==> src/rtl/mult_pkg.sv <==
// Shared definitions for the sequential shift-add multiplier.
//  - State encoding of the control FSM.
//  - count_width(): width of the step counter for a given operand width.
package mult_pkg;

    localparam logic [1:0] IDLE = 2'd0;
    localparam logic [1:0] CALC = 2'd1;
    localparam logic [1:0] DONE = 2'd2;

    // The counter has to hold WIDTH-1. At least one bit is always kept.
    function automatic int count_width(input int w);
        return (w > 1) ? $clog2(w) : 1;
    endfunction

endpackage

==> src/rtl/mult_addsub.sv <==
// Combinational (WIDTH+1)-bit adder/subtractor for one multiplier step.
// Ports:
//  a    in   WIDTH     upper partial product
//  b    in   WIDTH     addend (the multiplicand, or zero)
//  sub  in   1         1 = a - b, 0 = a + b
//  s    in   1         1 = sign-extend operands, 0 = zero-extend
//  sum  out  WIDTH+1   extended result; the MSB is the carry (unsigned) or the sign (signed)
module mult_addsub #(
    parameter int WIDTH = 16
) (
    input  logic [WIDTH-1:0] a,
    input  logic [WIDTH-1:0] b,
    input  logic             sub,
    input  logic             s,
    output logic [WIDTH:0]   sum
);

    logic [WIDTH:0] ext_a;
    logic [WIDTH:0] ext_b;

    assign ext_a = {s & a[WIDTH-1], a};
    assign ext_b = {s & b[WIDTH-1], b};
    assign sum   = sub ? (ext_a - ext_b) : (ext_a + ext_b);

endmodule

==> src/rtl/mult_seq.sv <==
// Sequential shift-add multiplier, one multiplier bit per clock.
// Handles unsigned and two's-complement operands, selected per operation.
// Ports:
//  Clk            in   1        clock, rising edge
//  Reset          in   1        asynchronous reset, active low
//  St             in   1        start request, honoured only while Idle=1
//  Signed         in   1        1 = two's-complement operands (latched with St)
//  Multiplicando  in   WIDTH    multiplicand (latched with St)
//  Multiplicador  in   WIDTH    multiplier (latched with St)
//  Produto        out  2*WIDTH  product register {A,Q}
//  Idle           out  1        ready to accept St
//  Done           out  1        one-cycle pulse when Produto holds the final result
module mult_seq
    import mult_pkg::*;
#(
    parameter int WIDTH = 16
) (
    input  logic                 Clk,
    input  logic                 Reset,
    input  logic                 St,
    input  logic                 Signed,
    input  logic [WIDTH-1:0]     Multiplicando,
    input  logic [WIDTH-1:0]     Multiplicador,
    output logic [2*WIDTH-1:0]   Produto,
    output logic                 Idle,
    output logic                 Done
);

    localparam int CW = count_width(WIDTH);

    logic [1:0]       state;
    logic [1:0]       next_state;
    logic [WIDTH-1:0] a;
    logic [WIDTH-1:0] q;
    logic [WIDTH-1:0] b;
    logic             s;
    logic [CW-1:0]    count;
    logic             last_step;
    logic [WIDTH-1:0] addend;
    logic             sub;
    logic [WIDTH:0]   sum;

    assign last_step = (count == '0);

    // A zero addend makes the adder return ext(A) when the multiplier bit is 0.
    assign addend = q[0] ? b : '0;
    // The MSB of a two's-complement multiplier carries negative weight,
    // so its partial product is subtracted.
    assign sub    = q[0] & s & last_step;

    mult_addsub #(
        .WIDTH (WIDTH)
    ) u_addsub (
        .a   (a),
        .b   (addend),
        .sub (sub),
        .s   (s),
        .sum (sum)
    );

    // State register
    always_ff @(posedge Clk or negedge Reset) begin
        if (!Reset) begin
            state <= IDLE;
        end else begin
            state <= next_state;
        end
    end

    // Next-state logic
    always_comb begin
        next_state = state;
        case (state)
            IDLE:    if (St) next_state = CALC;
            CALC:    if (last_step) next_state = DONE;
            DONE:    next_state = IDLE;
            default: next_state = IDLE;
        endcase
    end

    // Output logic
    always_comb begin
        Idle = 1'b0;
        Done = 1'b0;
        case (state)
            IDLE:    Idle = 1'b1;
            DONE:    Done = 1'b1;
            default: ;
        endcase
    end

    // Datapath: operand capture, shift-add steps and the step counter
    always_ff @(posedge Clk or negedge Reset) begin
        if (!Reset) begin
            a     <= '0;
            q     <= '0;
            b     <= '0;
            s     <= 1'b0;
            count <= '0;
        end else begin
            case (state)
                IDLE: begin
                    if (St) begin
                        a     <= '0;
                        q     <= Multiplicador;
                        b     <= Multiplicando;
                        s     <= Signed;
                        count <= CW'(WIDTH - 1);
                    end
                end
                CALC: begin
                    a <= sum[WIDTH:1];
                    q <= {sum[0], q[WIDTH-1:1]};
                    if (!last_step) begin
                        count <= count - 1'b1;
                    end
                end
                default: ;
            endcase
        end
    end

    assign Produto = {a, q};

endmodule

==> config.mk <==
export PLATFORM = sky130hd
export DESIGN_NAME = mult_seq
export DESIGN_NICKNAME = d
export VERILOG_FILES = /design/src/rtl/mult_pkg.sv /design/src/rtl/mult_addsub.sv /design/src/rtl/mult_seq.sv
export SDC_FILE = /design/constraint.sdc
export NUM_CORES = 1
export LEC_CHECK = 0
export ABC_CLOCK_PERIOD_IN_PS = 6000
export CELL_PAD_IN_SITES_DETAIL_PLACEMENT = 1
export CELL_PAD_IN_SITES_GLOBAL_PLACEMENT = 1
export CORE_ASPECT_RATIO = 0.5
export CORE_MARGIN = 1.5
export CORE_UTILIZATION = 43
export DETAILED_ROUTE_END_ITERATION = 8
export PLACE_DENSITY = 0.87
export SLEW_MARGIN = 10
export SYNTH_ARGS = -nofsm -noshare
export SYNTH_HDL_FRONTEND = slang
export SYNTH_HIERARCHICAL = 1
export SYNTH_SLANG_ARGS = --single-unit
export TNS_END_PERCENT = 1
==> constraint.sdc <==
create_clock -name Clk -period 6 [get_ports Clk]
set_clock_uncertainty 0.2 [all_clocks]
set_input_delay 1.2 -clock Clk [delete_from_list [all_inputs] [get_ports Clk]]
set_output_delay 1.2 -clock Clk [all_outputs]
set_load 0.005 [all_outputs]
==> flow_summary_export.csv, run 1 <==
group,metric,value,unit
placed_design,portBuffers,69,
global_route,grt_pass1_vias,3244,
sta,final_hold_viol_count,0,
min_path,hold-path-endpoint,"b[4]",
clock_tree,clock_tree.root_cell,"sky130_fd_sc_hd__clkbuf_16",
clock_tree,cts-root-to-sink-buffers,2,
sta,fin_setup_tns,0,ps
yosys,synth_fp_nets,426,
final_layout,utilization,55.71,%
global_route,initial_antenna_violation_count,0,
worst_setup_path,timing.critical_path.arrival,4500,ps
clock_tree,clock_sinks,55,
final_layout,area_growth,26.07,%
worst_setup_path,worstPathRequired,5990,ps
yosys,distinct_cell_type_count_of_the_synthesized_netlist,52,
sta,clock_period_minus_final_worst_setup_slack,4505,ps
yosys,ys_async_sr_fraction,100.0,%
global_route,grt.overflow.total,0,
final_layout,final_nets,486,
clock_tree,cts.htree.levels,2,
floorplan,die_area,8776,um2
global_route,grt_start_max_net_pins,56,
worst_setup_path,timing_worst_setup_path_type,"reg2reg",
yosys,seq_area_frac_synth,39.08,%
placed_design,dpl_worst_slack,1665,ps
worst_setup_path,endpoint_kind,"register",
min_path,hold_depth,1,
floorplan,io-pin-count,70,
worst_setup_path,critPathLaunchType,"register",
yosys,synth_area,3522,um2
floorplan,core_area,7971,um2
worst_setup_path,depth_of_the_worst_register_to_register_path,14,
final_layout,layout-drive-gt1-share,5.324,%
route,postRouteAntennaNets,0,
sta,slew_worst_pin,1169,ps
sta,maxClockFrequency,222.0,MHz
route,post_drt_wl_per_cell,18.99,um
global_route,grt_first_pass_wirelength,16660,um
floorplan,floorplan.rows,23,
route,route.detailed.vias_per_inst,5.700,
yosys,number_of_enable_type_register_cells_in_the_synthesized_netlist,0,
worst_setup_path,critical_path.reg2reg.endpoint,"a[13]",
placed_design,place.detailed.hpwl,7337,um
clock_tree,path_clk_slew,80,ps
final_layout,final_cell_mix,"68 x sky130_fd_sc_hd__clkdlybuf4s50_1, 55 x sky130_fd_sc_hd__dfrtp_1, 33 x sky130_fd_sc_hd__nand2_1",
sta,min_period_over_period,75.09,%
clock_tree,cts_made_buffers,5,
route,dr_total_vias,3101,
yosys,synthCells,371,
clock_tree,hold_buffers,0,
yosys,yosys_most_used_dff,"sky130_fd_sc_hd__dfrtp_1",
sta,slew_violations,0,
sta,postLayoutSetupSlackWorst,1495,ps
placed_design,gp_congestion,0.8914,
global_route,grt_use_total,24.80,%
clock_tree,worstSkewPairLatency,300,ps
min_path,min_from,"b[4]",
min_path,worst_min_delay_path_class,"reg2reg",
final_layout,antenna_diodes,0,
floorplan,start_util,44.18,%
route,router_iterations_before_antenna_repair,4,
clock_tree,cts.repair.resized,0,
worst_setup_path,r2r_start,"q[0]",
sta,unrepaired_setup_endpoints_after_global_routing,"false",
sta,timing.slew.headroom,21.93,%
yosys,yosys_register_bits,55,
route,wl,10330,um
floorplan,fp.dieH,67.00,um
worst_setup_path,maximum_fanout_encountered_on_the_critical_timing_path,19,
route,drt_iter0_drc,210,
yosys,synth_warnings,6,
final_layout,layout_commonest_cell,"sky130_fd_sc_hd__clkdlybuf4s50_1",
floorplan,chipWidth,131.0,um
clock_tree,tritoncts,"done",
route,drcViolationCount,0,
sta,setup_viol_count_final,0,
worst_setup_path,reg2reg_setup_slack,1490,ps
run_status,run_status,"finished, final reports clean",
flow_run,drv_cap,0,
clock_tree,cts.repair_timing.setup_buffer_count,0,
yosys,syn-mean-instance-area,9.494,um2
==> synth_stat cells, types with 5 or more instances <==
library cell                n  area share [%]
sky130_fd_sc_hd__dfrtp_1   55              39
sky130_fd_sc_hd__nand2_1   33             3.5
sky130_fd_sc_hd__a21oi_1   25             3.6
sky130_fd_sc_hd__nor2_1    23             2.5
sky130_fd_sc_hd__xnor2_1   22             5.5
sky130_fd_sc_hd__and2_1    19             3.4
sky130_fd_sc_hd__ha_1      18             6.4
sky130_fd_sc_hd__a22o_1    16             4.0
sky130_fd_sc_hd__a22oi_1   16             3.4
sky130_fd_sc_hd__mux2_1    15             4.8
sky130_fd_sc_hd__o21ai_1   15             2.1
sky130_fd_sc_hd__inv_1     12             1.3
sky130_fd_sc_hd__o21ai_0   12             1.7
sky130_fd_sc_hd__buf_2     11             1.6
sky130_fd_sc_hd__clkbuf_1   7            0.75
sky130_fd_sc_hd__nor3_1     7            0.99
sky130_fd_sc_hd__nand3_1    5            0.71
==> stage by stage <==
step                      hold WS (ps)  instances  cell area [um2]
after CTS                        289.6        544             4441
after global placement           263.2        536             4284
after global routing             303.3        544             4441
final                            281.5        544             4441
after floorplan                  249.7        371             3522
after detailed placement         271.9        536             4284
==> metal layers <==
layer  vias to the layer above  wire [um]  share of wire [%]  track usage (%)
met5                         -          0                  0                0
met4                         0        121                1.2            5.632
met3                        13        338                3.3            4.498
li1                       1453          -                  -                -
met1                      1569       4769                 46            31.41
met2                        66       5101                 49            44.24
==> cell families after synthesis <==
kind of cell    count (synthesis)  synth area share, %
fa+ha+maj                      19                6.963
buf+inv                        31                3.801
mux                            21                6.572
xor+xnor                       26                6.465
simple gates                  112                17.05
flops                          55                39.08
compound gates                107                20.07
==> worst max path at each step <==
| stage | endpoint | depth (start not counted) | from |
|---|---|---|---|
| finish | a[13] | 14 | q[0] |
| global route | a[13] | 14 | q[0] |
| CTS | a[11] | 15 | q[0] |
| detailed placement | a[13] | 15 | q[0] |
| global placement | a[13] | 15 | q[0] |
| floorplan | a[13] | 16 | count[0] |
==> cell type report <==
| type | count | area [um2] |
|---|---|---|
| fillers | 911 | 3531 |
| multi-input cells | 285 | 2014 |
| flip-flops and latches | 55 | 1376 |
| repair buffers | 72 | 708.2 |
| well taps | 112 | 140.1 |
| clock buffers | 6 | 138.9 |
| inverters | 12 | 45.04 |
| clock inverters | 2 | 17.52 |
==> critical path: stages, from the launching register on <==
cell and delay [ps]:
sky130_fd_sc_hd__dfrtp_1 570, sky130_fd_sc_hd__and2_1 300, sky130_fd_sc_hd__nor2_1 170, sky130_fd_sc_hd__nand3_1 140, sky130_fd_sc_hd__nor4b_1 680, sky130_fd_sc_hd__a21oi_1 200, sky130_fd_sc_hd__xnor2_1 330, sky130_fd_sc_hd__ha_1 350
sky130_fd_sc_hd__a21o_1 200, sky130_fd_sc_hd__a21oi_1 240, sky130_fd_sc_hd__o21ai_0 200, sky130_fd_sc_hd__or3_1 350, sky130_fd_sc_hd__a21oi_1 180, sky130_fd_sc_hd__xnor2_1 90, sky130_fd_sc_hd__a22o_1 210
==> state kept, by name, indices dropped and copies added (netlist names) <==
| name | count |
|---|---|
| a | 16 |
| b | 16 |
| count | 4 |
| q | 16 |
| s | 1 |
| state | 2 |
Power of run 1 is not shown: default switching activity piles up to over one toggle a cycle in this logic, so the estimate is an artifact.
==> run 2, diff against run 1 <==
- ABC_CLOCK_PERIOD_IN_PS: 6000 -> 3800
- CORE_UTILIZATION: 43 -> 36
- PLACE_DENSITY: 0.87 -> 0.78
- clock period: 6 -> 3.8 ns (I/O delays scaled with it)
==> flow_summary_export.csv, run 2 (synthesized netlist as in run 1, its figures left out) <==
group,metric,value,unit
final_layout,utilization,50.68,%
clock_tree,tritoncts,"done",
worst_setup_path,crit_buf_inv,3,
route,postRouteAntennaNets,0,
worst_setup_path,critPathLaunchType,"register",
sta,min_period_over_period,104.6,%
worst_setup_path,timing.critical_path.arrival,3970,ps
placed_design,place.detailed.hpwl,7242,um
clock_tree,path_clk_slew,80,ps
final_layout,multi_input_area,2142,um2
final_layout,area_growth,36.38,%
route,route.detailed.vias_per_inst,5.293,
clock_tree,cts.htree.levels,2,
sta,final_hold_viol_count,0,
clock_tree,worstSkewPairLatency,310,ps
clock_tree,clock_tree.root_cell,"sky130_fd_sc_hd__clkbuf_16",
sta,slew_worst_pin,827.3,ps
sta,timing.slew.headroom,44.85,%
floorplan,floorplan.rows,25,
placed_design,portBuffers,69,
route,dr.max_layer_used,"met4",
global_route,grt_pass1_vias,3265,
worst_setup_path,endpoint_kind,"register",
final_layout,regArea,1376,um2
worst_setup_path,crit_path_max_cell_delay,480,ps
route,wl,10440,um
route,drcViolationCount,0,
worst_setup_path,timing_worst_setup_path_type,"reg2reg",
floorplan,core_area,9478,um2
global_route,grt_start_max_net_pins,33,
final_layout,antenna_diodes,0,
route,dr_total_vias,3139,
route,met2RoutedLength,5178,um
placed_design,gp_congestion,0.8037,
sta,postLayoutSetupSlackWorst,-173.1,ps
clock_tree,cts-root-to-sink-buffers,2,
worst_setup_path,worstPathRequired,3800,ps
min_path,worst_min_delay_path_class,"reg2reg",
global_route,grt.overflow.total,0,
flow_run,drv_cap,0,
sta,clock_period_minus_final_worst_setup_slack,3973,ps
floorplan,start_util,37.16,%
sta,maxClockFrequency,251.7,MHz
clock_tree,clock_sinks,55,
global_route,initial_antenna_violation_count,0,
floorplan,fp.dieH,72.94,um
route,met3_wirelength,256,um
final_layout,layout-drive-gt1-share,16.16,%
sta,unrepaired_setup_endpoints_after_global_routing,"true",
global_route,grt_use_total,19.90,%
worst_setup_path,maximum_fanout_encountered_on_the_critical_timing_path,7,
worst_setup_path,reg2reg_setup_slack,-170,ps
global_route,grt_first_pass_wirelength,16170,um
sta,final.hold.worst_slack,287.5,ps
route,met1Wirelength,4922,um
worst_setup_path,crit_family,"simple AND/OR/NAND/NOR gates",
sta,setup_viol_count_final,6,
final_layout,largest_registers,"a (16), b (16), q (16)",
worst_setup_path,critPathSlowestCell,"sky130_fd_sc_hd__or4b_4",
final_layout,final_cell_mix,"68 x sky130_fd_sc_hd__clkdlybuf4s50_1, 55 x sky130_fd_sc_hd__dfrtp_1, 31 x sky130_fd_sc_hd__nand2_1",
final_layout,fillCellCount,1072,
floorplan,io-pin-count,70,
clock_tree,hold_buffers,0,
sta,slew_violations,0,
floorplan,die_area,10420,um2
route,drt_iter0_drc,130,
run_status,failed_checks,"negative setup slack",
run_status,run_status,"finished with violations",
clock_tree,cts_made_buffers,5,
final_layout,layout_commonest_cell,"sky130_fd_sc_hd__clkdlybuf4s50_1",
worst_setup_path,cp_cell_sequence,"and2_4 -> inv_4 -> ha_4 -> or4b_4 -> nor4_4 -> buf_4 -> a31oi_2 -> xnor2_1 -> ha_1 -> buf_6 -> nand2_1 -> o21ai_1 -> or3_4 -> a21oi_4 -> xnor2_2 -> a22o_1",
route,post_drt_wl_per_cell,17.60,um
final_layout,final_nets,512,
floorplan,chipWidth,142.9,um
route,router_iterations_before_antenna_repair,4,
## run 2: changes by cell type in the layout (fill, tap and decap cells not counted), sizes merged
| cell | before | now |
|---|---|---|
| buf | 4 | 30 |
| clkbuf | 6 | 5 |
| clkinv | 0 | 2 |
| inv | 14 | 13 |
## run 2: worst reg2reg max path, stage by stage, from the launching register on
cell	delay, ps
sky130_fd_sc_hd__dfrtp_1	440
sky130_fd_sc_hd__and2_4	210
sky130_fd_sc_hd__inv_4	70
sky130_fd_sc_hd__ha_4	130
sky130_fd_sc_hd__or4b_4	480
sky130_fd_sc_hd__nor4_4	400
sky130_fd_sc_hd__buf_4	180
sky130_fd_sc_hd__a31oi_2	90
sky130_fd_sc_hd__xnor2_1	260
sky130_fd_sc_hd__ha_1	310
sky130_fd_sc_hd__buf_6	150
sky130_fd_sc_hd__nand2_1	70
sky130_fd_sc_hd__o21ai_1	80
sky130_fd_sc_hd__or3_4	350
sky130_fd_sc_hd__a21oi_4	150
sky130_fd_sc_hd__xnor2_2	80
sky130_fd_sc_hd__a22o_1	220
## run 2: final cells by class
type | count | share of cell area, %
clock buffer | 5 | 2.605
clock inverter | 3 | 0.7033
inverter | 12 | 1.042
multi-input combinational | 285 | 44.59
sequential | 55 | 28.65
tap | 135 | 3.517
timing repair buffer | 98 | 18.89
## run 2: per-layer routing
| metal | GRT usage (%) | up-vias |
|---|---|---|
| li1 | - | 1499 |
| met4 | 3.551 | 0 |
| met1 | 26.44 | 1579 |
| met2 | 35.33 | 51 |
| met5 | 0 | - |
| met3 | 2.822 | 10 |
## run 2: stage by stage
step                TNS (ps)  instances  setup WS (ps)  area, um2
floorplan                  0        371          39.67       3522
global placement           0        579          87.56       4461
detailed placement         0        579          1.312       4461
CTS                   -54.08        587         -32.94       4632
global route           -1415        593         -269.9       4803
finish                -514.9        593         -173.1       4803
## run 2: worst paths after layout
check	depth (start not counted)	end	from
hold / removal	1	b[8]	b[8]
setup / recovery	16	a[13]	q[0]
hold reg to reg	1	b[8]	b[8]
setup reg to reg	16	a[13]	q[0]
max in group asynchronous	2	a[13]	Reset
min in group asynchronous	1	q[12]	Reset
## run 2: timing repair
action                     4_1_cts  5_1_grt
gates resized for setup          3       35
setup endpoints to repair        4        8
buffers inserted                 0        6
pin swaps                        0       20
Power of run 2 is left out for the same reason.
